$ cat src/rtl/vga_rect_compositor_if.sv
// Pixel-stream bundle between the VGA timing generator, the rectangle
// compositor and the pin drivers.
// Flow control: none. One pixel position is presented on every i_CLK cycle.
// It is always accepted, and one colour leaves two cycles later.
// There is no valid/ready pair because the raster never stalls.
interface vga_rect_compositor_if #(
    parameter int NUM_RECTS  = 3,
    parameter int COLOR_BITS = 3
);
    // timing generator side
    logic                              i_hSync;
    logic                              i_vSync;
    logic [9:0]                        i_display_x_pos;
    logic [9:0]                        i_display_y_pos;
    // game-logic geometry (live values, latched once per frame)
    logic [10*NUM_RECTS-1:0]           i_rect_x_pos;
    logic [10*NUM_RECTS-1:0]           i_rect_y_pos;
    logic [10*NUM_RECTS-1:0]           i_rect_w;
    logic [10*NUM_RECTS-1:0]           i_rect_h;
    logic [NUM_RECTS-1:0]              i_rect_en;
    logic [3*COLOR_BITS*NUM_RECTS-1:0] i_rect_color;
    logic [3*COLOR_BITS-1:0]           i_bg_color;
    // pin-driver side
    logic [COLOR_BITS-1:0]             o_red;
    logic [COLOR_BITS-1:0]             o_green;
    logic [COLOR_BITS-1:0]             o_blue;
    logic                              o_hSync;
    logic                              o_vSync;
    logic                              o_frame_start;
    logic [NUM_RECTS-1:0]              o_collision;

    modport master (
        output i_hSync, i_vSync, i_display_x_pos, i_display_y_pos,
        output i_rect_x_pos, i_rect_y_pos, i_rect_w, i_rect_h,
        output i_rect_en, i_rect_color, i_bg_color,
        input  o_red, o_green, o_blue, o_hSync, o_vSync,
        input  o_frame_start, o_collision
    );

    modport slave (
        input  i_hSync, i_vSync, i_display_x_pos, i_display_y_pos,
        input  i_rect_x_pos, i_rect_y_pos, i_rect_w, i_rect_h,
        input  i_rect_en, i_rect_color, i_bg_color,
        output o_red, o_green, o_blue, o_hSync, o_vSync,
        output o_frame_start, o_collision
    );
endinterface

$ cat src/rtl/vga_rect_compositor.sv
// Composites NUM_RECTS rectangles over a background colour.
// Geometry is shadowed once per frame at the start of vertical blanking.
// The pixel path is two registered stages: hit test, then priority select.
// Syncs travel through the same two stages.
// Optional macro VGA_RECT_COMPOSITOR_COLLISION_EN adds per-frame overlap
// flags between rect 0 and every other rect. Without it, o_collision is 0.
module vga_rect_compositor #(
    parameter int NUM_RECTS  = 3,
    parameter int COLOR_BITS = 3,
    parameter int H_ACTIVE   = 640,
    parameter int V_ACTIVE   = 480
) (
    input logic                  i_CLK,
    input logic                  i_RST,
    vga_rect_compositor_if.slave bus
);
    localparam int CW = 3 * COLOR_BITS;

    // Latch point: first cycle of vertical blanking.
    logic latch;
    assign latch = (bus.i_display_x_pos == 10'd0) &&
                   (bus.i_display_y_pos == 10'(V_ACTIVE));

    logic [10*NUM_RECTS-1:0] sh_x;
    logic [10*NUM_RECTS-1:0] sh_y;
    logic [10*NUM_RECTS-1:0] sh_w;
    logic [10*NUM_RECTS-1:0] sh_h;
    logic [NUM_RECTS-1:0]    sh_en;
    logic [CW*NUM_RECTS-1:0] sh_color;
    logic [CW-1:0]           sh_bg;
    logic                    frame_start_q;

    // Shadow geometry: copy live inputs only at the latch point.
    always_ff @(posedge i_CLK) begin
        if (i_RST) begin
            sh_x          <= '0;
            sh_y          <= '0;
            sh_w          <= '0;
            sh_h          <= '0;
            sh_en         <= '0;
            sh_color      <= '0;
            sh_bg         <= '0;
            frame_start_q <= 1'b0;
        end else begin
            frame_start_q <= latch;
            if (latch) begin
                sh_x     <= bus.i_rect_x_pos;
                sh_y     <= bus.i_rect_y_pos;
                sh_w     <= bus.i_rect_w;
                sh_h     <= bus.i_rect_h;
                sh_en    <= bus.i_rect_en;
                sh_color <= bus.i_rect_color;
                sh_bg    <= bus.i_bg_color;
            end
        end
    end

    // Stage 1 combinational hit test.
    // The edges are widened to 11 bits so that X+W cannot wrap.
    logic [10:0]          px11;
    logic [10:0]          py11;
    logic [NUM_RECTS-1:0] hit_c;
    logic                 onscreen_c;

    assign px11 = {1'b0, bus.i_display_x_pos};
    assign py11 = {1'b0, bus.i_display_y_pos};

    // Per-rect containment check: left/top inclusive, right/bottom exclusive.
    always_comb begin
        hit_c = '0;
        for (int k = 0; k < NUM_RECTS; k++) begin
            hit_c[k] = sh_en[k] &&
                (px11 >= {1'b0, sh_x[10*k +: 10]}) &&
                (px11 <  ({1'b0, sh_x[10*k +: 10]} + {1'b0, sh_w[10*k +: 10]})) &&
                (py11 >= {1'b0, sh_y[10*k +: 10]}) &&
                (py11 <  ({1'b0, sh_y[10*k +: 10]} + {1'b0, sh_h[10*k +: 10]}));
        end
    end

    assign onscreen_c = (bus.i_display_x_pos < 10'(H_ACTIVE)) &&
                        (bus.i_display_y_pos < 10'(V_ACTIVE));

    logic [NUM_RECTS-1:0] s1_hit;
    logic                 s1_on;
    logic                 s1_hs;
    logic                 s1_vs;

    // Stage 1 register: hit vector, onscreen flag, syncs.
    always_ff @(posedge i_CLK) begin
        if (i_RST) begin
            s1_hit <= '0;
            s1_on  <= 1'b0;
            s1_hs  <= 1'b1;
            s1_vs  <= 1'b1;
        end else begin
            s1_hit <= hit_c;
            s1_on  <= onscreen_c;
            s1_hs  <= bus.i_hSync;
            s1_vs  <= bus.i_vSync;
        end
    end

    // Stage 2 combinational priority select.
    // The loop walks from the highest index down, so the lowest index wins.
    logic [CW-1:0] pix_c;
    always_comb begin
        pix_c = sh_bg;
        for (int k = NUM_RECTS - 1; k >= 0; k--) begin
            if (s1_hit[k]) begin
                pix_c = sh_color[CW*k +: CW];
            end
        end
        if (!s1_on) begin
            pix_c = '0;
        end
    end

    logic [CW-1:0] s2_pix;
    logic          s2_hs;
    logic          s2_vs;

    // Stage 2 register: final colour and syncs to the pins.
    always_ff @(posedge i_CLK) begin
        if (i_RST) begin
            s2_pix <= '0;
            s2_hs  <= 1'b1;
            s2_vs  <= 1'b1;
        end else begin
            s2_pix <= pix_c;
            s2_hs  <= s1_hs;
            s2_vs  <= s1_vs;
        end
    end

    assign bus.o_red         = s2_pix[3*COLOR_BITS-1 -: COLOR_BITS];
    assign bus.o_green       = s2_pix[2*COLOR_BITS-1 -: COLOR_BITS];
    assign bus.o_blue        = s2_pix[COLOR_BITS-1:0];
    assign bus.o_hSync       = s2_hs;
    assign bus.o_vSync       = s2_vs;
    assign bus.o_frame_start = frame_start_q;

`ifdef VGA_RECT_COMPOSITOR_COLLISION_EN
    logic [NUM_RECTS-1:0] coll_now;
    logic [NUM_RECTS-1:0] coll_acc;
    logic [NUM_RECTS-1:0] coll_q;

    // Overlap with rect 0 on the onscreen pixel currently in stage 1.
    always_comb begin
        coll_now = '0;
        for (int k = 1; k < NUM_RECTS; k++) begin
            coll_now[k] = s1_on && s1_hit[0] && s1_hit[k];
        end
    end

    // Per-frame accumulator.
    // At the latch point it is published, then restarted with the pixel
    // that is evaluated on that same cycle.
    always_ff @(posedge i_CLK) begin
        if (i_RST) begin
            coll_acc <= '0;
            coll_q   <= '0;
        end else if (latch) begin
            coll_q   <= coll_acc;
            coll_acc <= coll_now;
        end else begin
            coll_acc <= coll_acc | coll_now;
        end
    end

    assign bus.o_collision = coll_q;
`else
    assign bus.o_collision = '0;
`endif
endmodule

$ cat src/flat_wrapper.sv
// flat-port wrapper written by rule: the top's interface ports become plain ports
module vga_rect_compositor_flat 
#(
    parameter int NUM_RECTS  = 3,
    parameter int COLOR_BITS = 3,
    parameter int H_ACTIVE   = 640,
    parameter int V_ACTIVE   = 480
)
  (i_CLK, i_RST, bus_i_hSync, bus_i_vSync, bus_i_display_x_pos, bus_i_display_y_pos, bus_i_rect_x_pos, bus_i_rect_y_pos, bus_i_rect_w, bus_i_rect_h, bus_i_rect_en, bus_i_rect_color, bus_i_bg_color, bus_o_red, bus_o_green, bus_o_blue, bus_o_hSync, bus_o_vSync, bus_o_frame_start, bus_o_collision);
  vga_rect_compositor_if #(.NUM_RECTS(NUM_RECTS), .COLOR_BITS(COLOR_BITS)) bus_i ();
  input logic i_CLK;
  input logic i_RST;
  input wire logic [$bits(bus_i.i_hSync)-1:0] bus_i_hSync;
  input wire logic [$bits(bus_i.i_vSync)-1:0] bus_i_vSync;
  input wire logic [$bits(bus_i.i_display_x_pos)-1:0] bus_i_display_x_pos;
  input wire logic [$bits(bus_i.i_display_y_pos)-1:0] bus_i_display_y_pos;
  input wire logic [$bits(bus_i.i_rect_x_pos)-1:0] bus_i_rect_x_pos;
  input wire logic [$bits(bus_i.i_rect_y_pos)-1:0] bus_i_rect_y_pos;
  input wire logic [$bits(bus_i.i_rect_w)-1:0] bus_i_rect_w;
  input wire logic [$bits(bus_i.i_rect_h)-1:0] bus_i_rect_h;
  input wire logic [$bits(bus_i.i_rect_en)-1:0] bus_i_rect_en;
  input wire logic [$bits(bus_i.i_rect_color)-1:0] bus_i_rect_color;
  input wire logic [$bits(bus_i.i_bg_color)-1:0] bus_i_bg_color;
  output wire logic [$bits(bus_i.o_red)-1:0] bus_o_red;
  output wire logic [$bits(bus_i.o_green)-1:0] bus_o_green;
  output wire logic [$bits(bus_i.o_blue)-1:0] bus_o_blue;
  output wire logic [$bits(bus_i.o_hSync)-1:0] bus_o_hSync;
  output wire logic [$bits(bus_i.o_vSync)-1:0] bus_o_vSync;
  output wire logic [$bits(bus_i.o_frame_start)-1:0] bus_o_frame_start;
  output wire logic [$bits(bus_i.o_collision)-1:0] bus_o_collision;
  assign bus_i.i_hSync = bus_i_hSync;
  assign bus_i.i_vSync = bus_i_vSync;
  assign bus_i.i_display_x_pos = bus_i_display_x_pos;
  assign bus_i.i_display_y_pos = bus_i_display_y_pos;
  assign bus_i.i_rect_x_pos = bus_i_rect_x_pos;
  assign bus_i.i_rect_y_pos = bus_i_rect_y_pos;
  assign bus_i.i_rect_w = bus_i_rect_w;
  assign bus_i.i_rect_h = bus_i_rect_h;
  assign bus_i.i_rect_en = bus_i_rect_en;
  assign bus_i.i_rect_color = bus_i_rect_color;
  assign bus_i.i_bg_color = bus_i_bg_color;
  assign bus_o_red = bus_i.o_red;
  assign bus_o_green = bus_i.o_green;
  assign bus_o_blue = bus_i.o_blue;
  assign bus_o_hSync = bus_i.o_hSync;
  assign bus_o_vSync = bus_i.o_vSync;
  assign bus_o_frame_start = bus_i.o_frame_start;
  assign bus_o_collision = bus_i.o_collision;
  vga_rect_compositor #(.NUM_RECTS(NUM_RECTS), .COLOR_BITS(COLOR_BITS), .H_ACTIVE(H_ACTIVE), .V_ACTIVE(V_ACTIVE)) u_core (.i_CLK(i_CLK), .i_RST(i_RST), .bus(bus_i));
endmodule
$ cat config.mk
export PLATFORM = sky130hd
export DESIGN_NAME = vga_rect_compositor_flat
export DESIGN_NICKNAME = d
export VERILOG_FILES = /design/src/rtl/vga_rect_compositor_if.sv /design/src/rtl/vga_rect_compositor.sv /design/src/flat_wrapper.sv
export SDC_FILE = /design/constraint.sdc
export NUM_CORES = 1
export LEC_CHECK = 0
export BUFFER_PORTS_ARGS = -buffer_cell sky130_fd_sc_hd__buf_2
export CAP_MARGIN = 10
export CELL_PAD_IN_SITES_DETAIL_PLACEMENT = 0
export CELL_PAD_IN_SITES_GLOBAL_PLACEMENT = 1
export CORE_ASPECT_RATIO = 1.25
export CORE_MARGIN = 3
export CORE_UTILIZATION = 42
export CTS_CLUSTER_DIAMETER = 40
export DETAILED_ROUTE_END_ITERATION = 16
export GPL_TIMING_DRIVEN = 0
export PLACE_DENSITY_LB_ADDON = 0.1
export REMOVE_ABC_BUFFERS = 1
export SYNTH_ARGS = -nofsm -noshare
export SYNTH_HDL_FRONTEND = slang
export SYNTH_SLANG_ARGS = --single-unit
$ cat constraint.sdc
create_clock -name i_CLK -period 3.9 [get_ports i_CLK]
set_clock_uncertainty 0.1 [all_clocks]
set_input_delay 0.195 -clock i_CLK [delete_from_list [all_inputs] [get_ports i_CLK]]
set_output_delay 0.195 -clock i_CLK [all_outputs]
set_load 0.01 [all_outputs]
==> out/qor.yml, run 1 <==
status: "finished, final reports clean"
crit_required_ps: 4150
hold_start: "bus_i_display_y_pos[9]"
synthArstFlopShare_pct: 0
die-area_sq_um: 28920
std_cell_rows: 66
tightest_slew_ps: 819.7
netlist_area_sq_um: 11300
critical_path_class: "flip-flop to flip-flop"
insertion_delay_ps: 430
clock_tree.root_cell: "clkbuf_16"
place_area_sq_um: 12550
clkSlewWorstSetupHoldPaths_ps: 70
fin_ws_ps: 376.0
min_period_ps: 3524
yosys.area.top_type: "dfxtp_1"
place.detailed.hpwl_microns: 21530
synth.top_cell.area_share_pct: 31.36
drt_first_pass_iters: 5
fillCellCount: 2564
grt-ovfl-total: 0
fin_nets: 2126
crit_path_start: "u_core.sh_h[20]"
drv_cap: 0
ys_seq_elements: 177
setup_viol: 0
post_cts_buffers: 0
coreArea_sq_um: 26260
avgSynthCellArea_sq_um: 7.841
start_util_pct: 43.03
die_x_microns: 152.7
report.final.hold_viol_count: 0
drcViolationCount: 0
numCtsBuffers: 17
yosysWarnings: 0
design_area_sq_um: 14790
yosys.cell_types.count: 52
start_kind: "flip-flop"
synth-seq-area-share_pct: 31.36
drive_gt1_share_pct: 14.08
drt-vias-per-instance: 4.974
via_count: 10540
cp.arrival_ps: 3770
power_leakage_nw: 5.899
dp_cells: 1923
synth_area_leaders: "dfxtp_1 (31%), ha_1 (19%), nand2_1 (12%), a21oi_1 (11%), nor2_1 (2.5%)"
die_y_microns: 189.4
cts_tree: "yes"
clkSinkCount: 177
syn-instance-count: 1441
cts_max_level: 4
synth-edff-count: 0
period_share_pct: 90.36
slew_viol_final: 0
r2r-start: "u_core.sh_h[20]"
max_freq_ghz: 0.2838
fin_tns_setup_ps: 0
dr.first_iter.drc_count: 325
cts.path.max_buffers: 2
hold_class: "input port to flip-flop"
grtUsageTotal_pct: 20.82
dp_slack_ps: 276.6
synth.most_common_cell: "nand2_1"
io_buffers: 194
grt_max_degree: 93
antenna_found_initial: 4
place_congestion: 0.7976
drt-wirelength-per-cell_microns: 14.22
grt_first_pass_wirelength_microns: 50200
drtAntennaViolNets: 0
io_pins: 198
peakVddDrop_v: 0.0002631
cellPowerDensity_nw_per_um2: 272.4
r2r_slack_ps: 380
crit_path_end_kind: "flip-flop"
ys_top_cells_by_count: "nand2_1 (350), a21oi_1 (240), dfxtp_1 (177), ha_1 (174), nor2_1 (75)"
rsz0062_at_grt: "no"
layout.cells.non_filler: 2119
slew_headroom_pct: 45.18
grt_pass1_vias: 10465
drt-total-wl_microns: 30130
cp_max_fo: 3
synthToLayoutAreaGrowth_pct: 30.89
synth_flop_cell: "dfxtp_1"
[metrics by stage]
stage,total power [mW],hold WS [ps],utilization [%]
after CTS,4.078,89.94,56.27
final,4.029,109.9,56.32
after global routing,4.201,122.3,56.31
after global placement,2.145,276.8,46.88
after detailed placement,2.153,281.1,47.80
after floorplan,1.965,164.1,-
[sequential cells by signal, indices dropped and copies added (netlist names), 9 cells and up]
register         flops
u_core.sh_color     27
u_core.sh_w         30
u_core.sh_x         30
u_core.sh_h         30
u_core.s2_pix        9
u_core.sh_y         30
u_core.sh_bg         9
[timing repair]
item / CTS / global route
endpoints found under the hold margin: 161 / 0
hold buffers: 161 / 0
setup endpoints to repair: 0 / 2
gates resized for setup: 0 / 2
[cells in the final DEF (no fill, tap or decap), types with 17 or more instances in the layout]
cell,Yosys,layout
nand2_1,350,350
a21oi_1,240,240
buf_2,5,193
dfxtp_1,177,177
ha_1,174,174
dlygate4sd3_1,0,161
nor2_1,75,75
inv_1,70,70
o21ai_0,38,38
xor2_1,23,23
nand3_1,22,22
nor3_1,20,20
xnor2_1,20,20
o21a_1,18,18
nand2b_1,18,18
clkbuf_16,0,17
[worst max-delay path, cell delays in order (launching register included)]
cell and delay [ps]:
dfxtp_1 320, ha_1 220, fa_1 410, a21oi_1 140, nor2b_1 70, or3_1 300
a21oi_1 270, a21oi_1 130, xnor2_1 150, ha_1 290, a2111oi_1 470, o211ai_1 160
and3_1 220, a211oi_1 180
[final cells by class]
type	instances	area, sq um	share of cell area [%]
Antenna cell	3	7.507	0.05076
Clock buffer	18	439.2	2.969
Clock inverter	14	172.7	1.167
Inverter	70	262.8	1.777
Multi-Input combinational cell	1132	7126	48.18
Sequential cell	177	3543	23.96
Tap cell	340	425.4	2.876
Timing Repair Buffer	365	2814	19.03
[power by group]
| group | leakage (nW) | switching (mW) | internal [mW] | total [mW] |
|---|---|---|---|---|
| Sequential | 1.43 | 0.000478 | 1.81 | 1.81 |
| Clock | 0.299 | 0.804 | 0.988 | 1.79 |
| Combinational | 4.17 | 0.185 | 0.244 | 0.429 |
[logic make-up (layout without fill, tap and decap cells)]
group,count (synthesis),count (layout),share of synthesized area (%)
and+or+nand+nor,534,534,19.88
AOI/OAI and AO/OA,363,363,18.47
adders and majority gates,180,180,20.33
DFF,177,177,31.36
buffers and inverters,134,467,5.802
xor gates and xnor gates,43,43,3.333
muxes,9,9,0.7973
other,1,6,0.03319
[worst paths after layout]
kind	endpoint	cells past startpoint
setup / recovery	u_core.s1_hit[2]	13
hold / removal	u_core.s1_on	3
setup reg to reg	u_core.s1_hit[2]	13
hold reg to reg	u_core.bus.o_hSync	1
[per-layer routing]
metal / share of wire [%] / wire length, microns / vias to the layer above / GRT usage (%)
li1: - / - / 5612 / -
met1: 45 / 13580 / 4755 / 25.62
met2: 50 / 14950 / 152 / 37.34
met3: 3.8 / 1153 / 21 / 3.612
met4: 1.5 / 446 / 0 / 5.931
met5: 0 / 0 / - / 0
(Power assumes the default switching activity.)
==> inputs of run 2 (changes only) <==
--- a/config.mk
+++ b/config.mk
@@ -12,6 +12,7 @@
 export CORE_ASPECT_RATIO = 1.25
 export CORE_MARGIN = 3
 export CORE_UTILIZATION = 42
+export CTS_BUF_LIST = sky130_fd_sc_hd__clkbuf_16
 export CTS_CLUSTER_DIAMETER = 40
 export DETAILED_ROUTE_END_ITERATION = 16
 export GPL_TIMING_DRIVEN = 0
==> out/qor.yml, run 2 (synthesis gave the netlist of run 1 again) <==
critical_path_class: "flip-flop to flip-flop"
fillCellCount: 2567
insertion_delay_ps: 430
grt_pass1_vias: 10468
io_buffers: 194
drt-total-wl_microns: 30130
die-area_sq_um: 28920
mostFrequentLayoutCell: "nand2_1"
grt-ovfl-total: 0
coreArea_sq_um: 26260
clkSlewWorstSetupHoldPaths_ps: 70
drive_gt1_share_pct: 14.02
timing.rr.end: "u_core.s1_hit[0]"
cts_max_level: 4
cts_tree: "yes"
die_x_microns: 152.7
hold_class: "input port to flip-flop"
start_util_pct: 43.03
grt_first_pass_wirelength_microns: 50210
drtAntennaViolNets: 0
peakVddDrop_v: 0.0002630
crit_required_ps: 4120
fin_tns_setup_ps: 0
place.detailed.hpwl_microns: 21530
design_area_sq_um: 14780
drcViolationCount: 0
power_leakage_nw: 5.894
min_period_ps: 3532
final_cell_mix: "nand2_1 (350), a21oi_1 (240), buf_2 (193)"
io_pins: 198
crit_cells: 12
status: "finished, final reports clean"
crit_path_start: "u_core.sh_y[0]"
cp.arrival_ps: 3750
crit_chain: "ha_1 -> fa_1 -> a21oi_1 -> o211ai_1 -> o41a_1 -> xnor2_1 -> ha_1 -> a2111oi_0 -> o21ai_0 -> o22ai_1 -> a2111oi_2 -> nor4_1"
fin_nets: 2126
place_congestion: 0.7976
final_util_pct: 56.28
cp_common_cell: "ha_1"
report.final.hold_viol_count: 0
crit_buf_inv: 0
antenna_found_initial: 4
min_path_cells: 3
drt-wirelength-per-cell_microns: 14.22
slew_viol_final: 0
drt_first_pass_iters: 4
drv_cap: 0
r2r_cells: 12
drt-vias-per-instance: 4.985
grtUsageTotal_pct: 20.82
std_cell_rows: 66
start_kind: "flip-flop"
slew_headroom_pct: 44.53
setup_viol: 0
period_share_pct: 90.55
max_freq_ghz: 0.2832
slowest_delay_ps: 410
rsz0062_at_grt: "no"
clock_tree.root_cell: "clkbuf_16"
tightest_slew_ps: 829.4
place_area_sq_um: 12550
fin_ws_ps: 368.4
grt_max_degree: 93
dr.first_iter.drc_count: 342
slowest_stage: "fa_1"
critPathCapture: "u_core.s1_hit[0]"
clkSinkCount: 177
dp_slack_ps: 276.6
finalPower_mw: 4.008
post_cts_buffers: 0
synthToLayoutAreaGrowth_pct: 30.80
cellPowerDensity_nw_per_um2: 271.2
r2r_slack_ps: 370
crit_family: "compound AO/OA/AOI/OAI gates"
cts.path.max_buffers: 2
crit_path_end_kind: "flip-flop"
cp_max_fo: 3
numCtsBuffers: 17
via_count: 10564
r2r-start: "u_core.sh_y[0]"
die_y_microns: 189.4
[run 2: cell types whose count changed in the layout (fill, tap and decap cells not counted), sizes merged]
| cell | delta |
|---|---|
| clkinv | +1 |
| clkbuf | -1 |
[run 2: worst min-delay path, delay by kind of cell]
family                 cells  cell delay (ps)
and+or+nand+nor            2              230
buffers and inverters      1              180
[run 2: stage by stage]
stage               instances  hold WS [ps]
global placement         1913         276.8
detailed placement       1923         281.1
floorplan                1379         164.1
finish                   2119         109.4
CTS                      2116         89.94
global route             2118         122.3
[run 2: worst min-delay path by stage]
stage,start,end,slack [ps]
global route,bus_i_display_y_pos[9],u_core.s1_on,120
global placement,bus_i_vSync,u_core.s1_vs,280
finish,bus_i_display_y_pos[9],u_core.s1_on,110
CTS,bus_i_display_y_pos[9],u_core.s1_on,90
detailed placement,bus_i_vSync,u_core.s1_vs,280
floorplan,i_RST,u_core.sh_bg[0],160
[run 2: final cells by class]
type	instances	area [sq um]	share of cell area, %
clock buffers	17	425.4	2.878
clock inverters	15	176.4	1.194
diodes	3	7.507	0.05079
flip-flops and latches	177	3543	23.97
well taps	340	425.4	2.878
repair buffers	365	2814	19.04
inverters	70	262.8	1.778
multi-input cells	1132	7126	48.21
[run 2: power by group]
| part | total (mW) | internal (mW) | switching, mW |
|---|---|---|---|
| logic | 0.429 | 0.244 | 0.185 |
| registers | 1.81 | 1.81 | 0.000475 |
| clock network | 1.77 | 0.968 | 0.803 |
| total | 4.01 | 3.02 | 0.989 |
[run 2: repair_timing]
action | CTS | global route
gates resized for setup | 0 | 2
setup endpoints to repair | 0 | 2
hold endpoints to repair | 161 | 0
hold buffers | 161 | 0
[run 2: per-layer routing]
| metal | up-vias | wire (microns) | global-route usage [%] |
|---|---|---|---|
| met1 | 4766 | 13570 | 25.62 |
| met5 | - | 0 | 0 |
| met2 | 162 | 14960 | 37.34 |
| met3 | 23 | 1151 | 3.612 |
| met4 | 0 | 450 | 5.931 |
| li1 | 5613 | - | - |
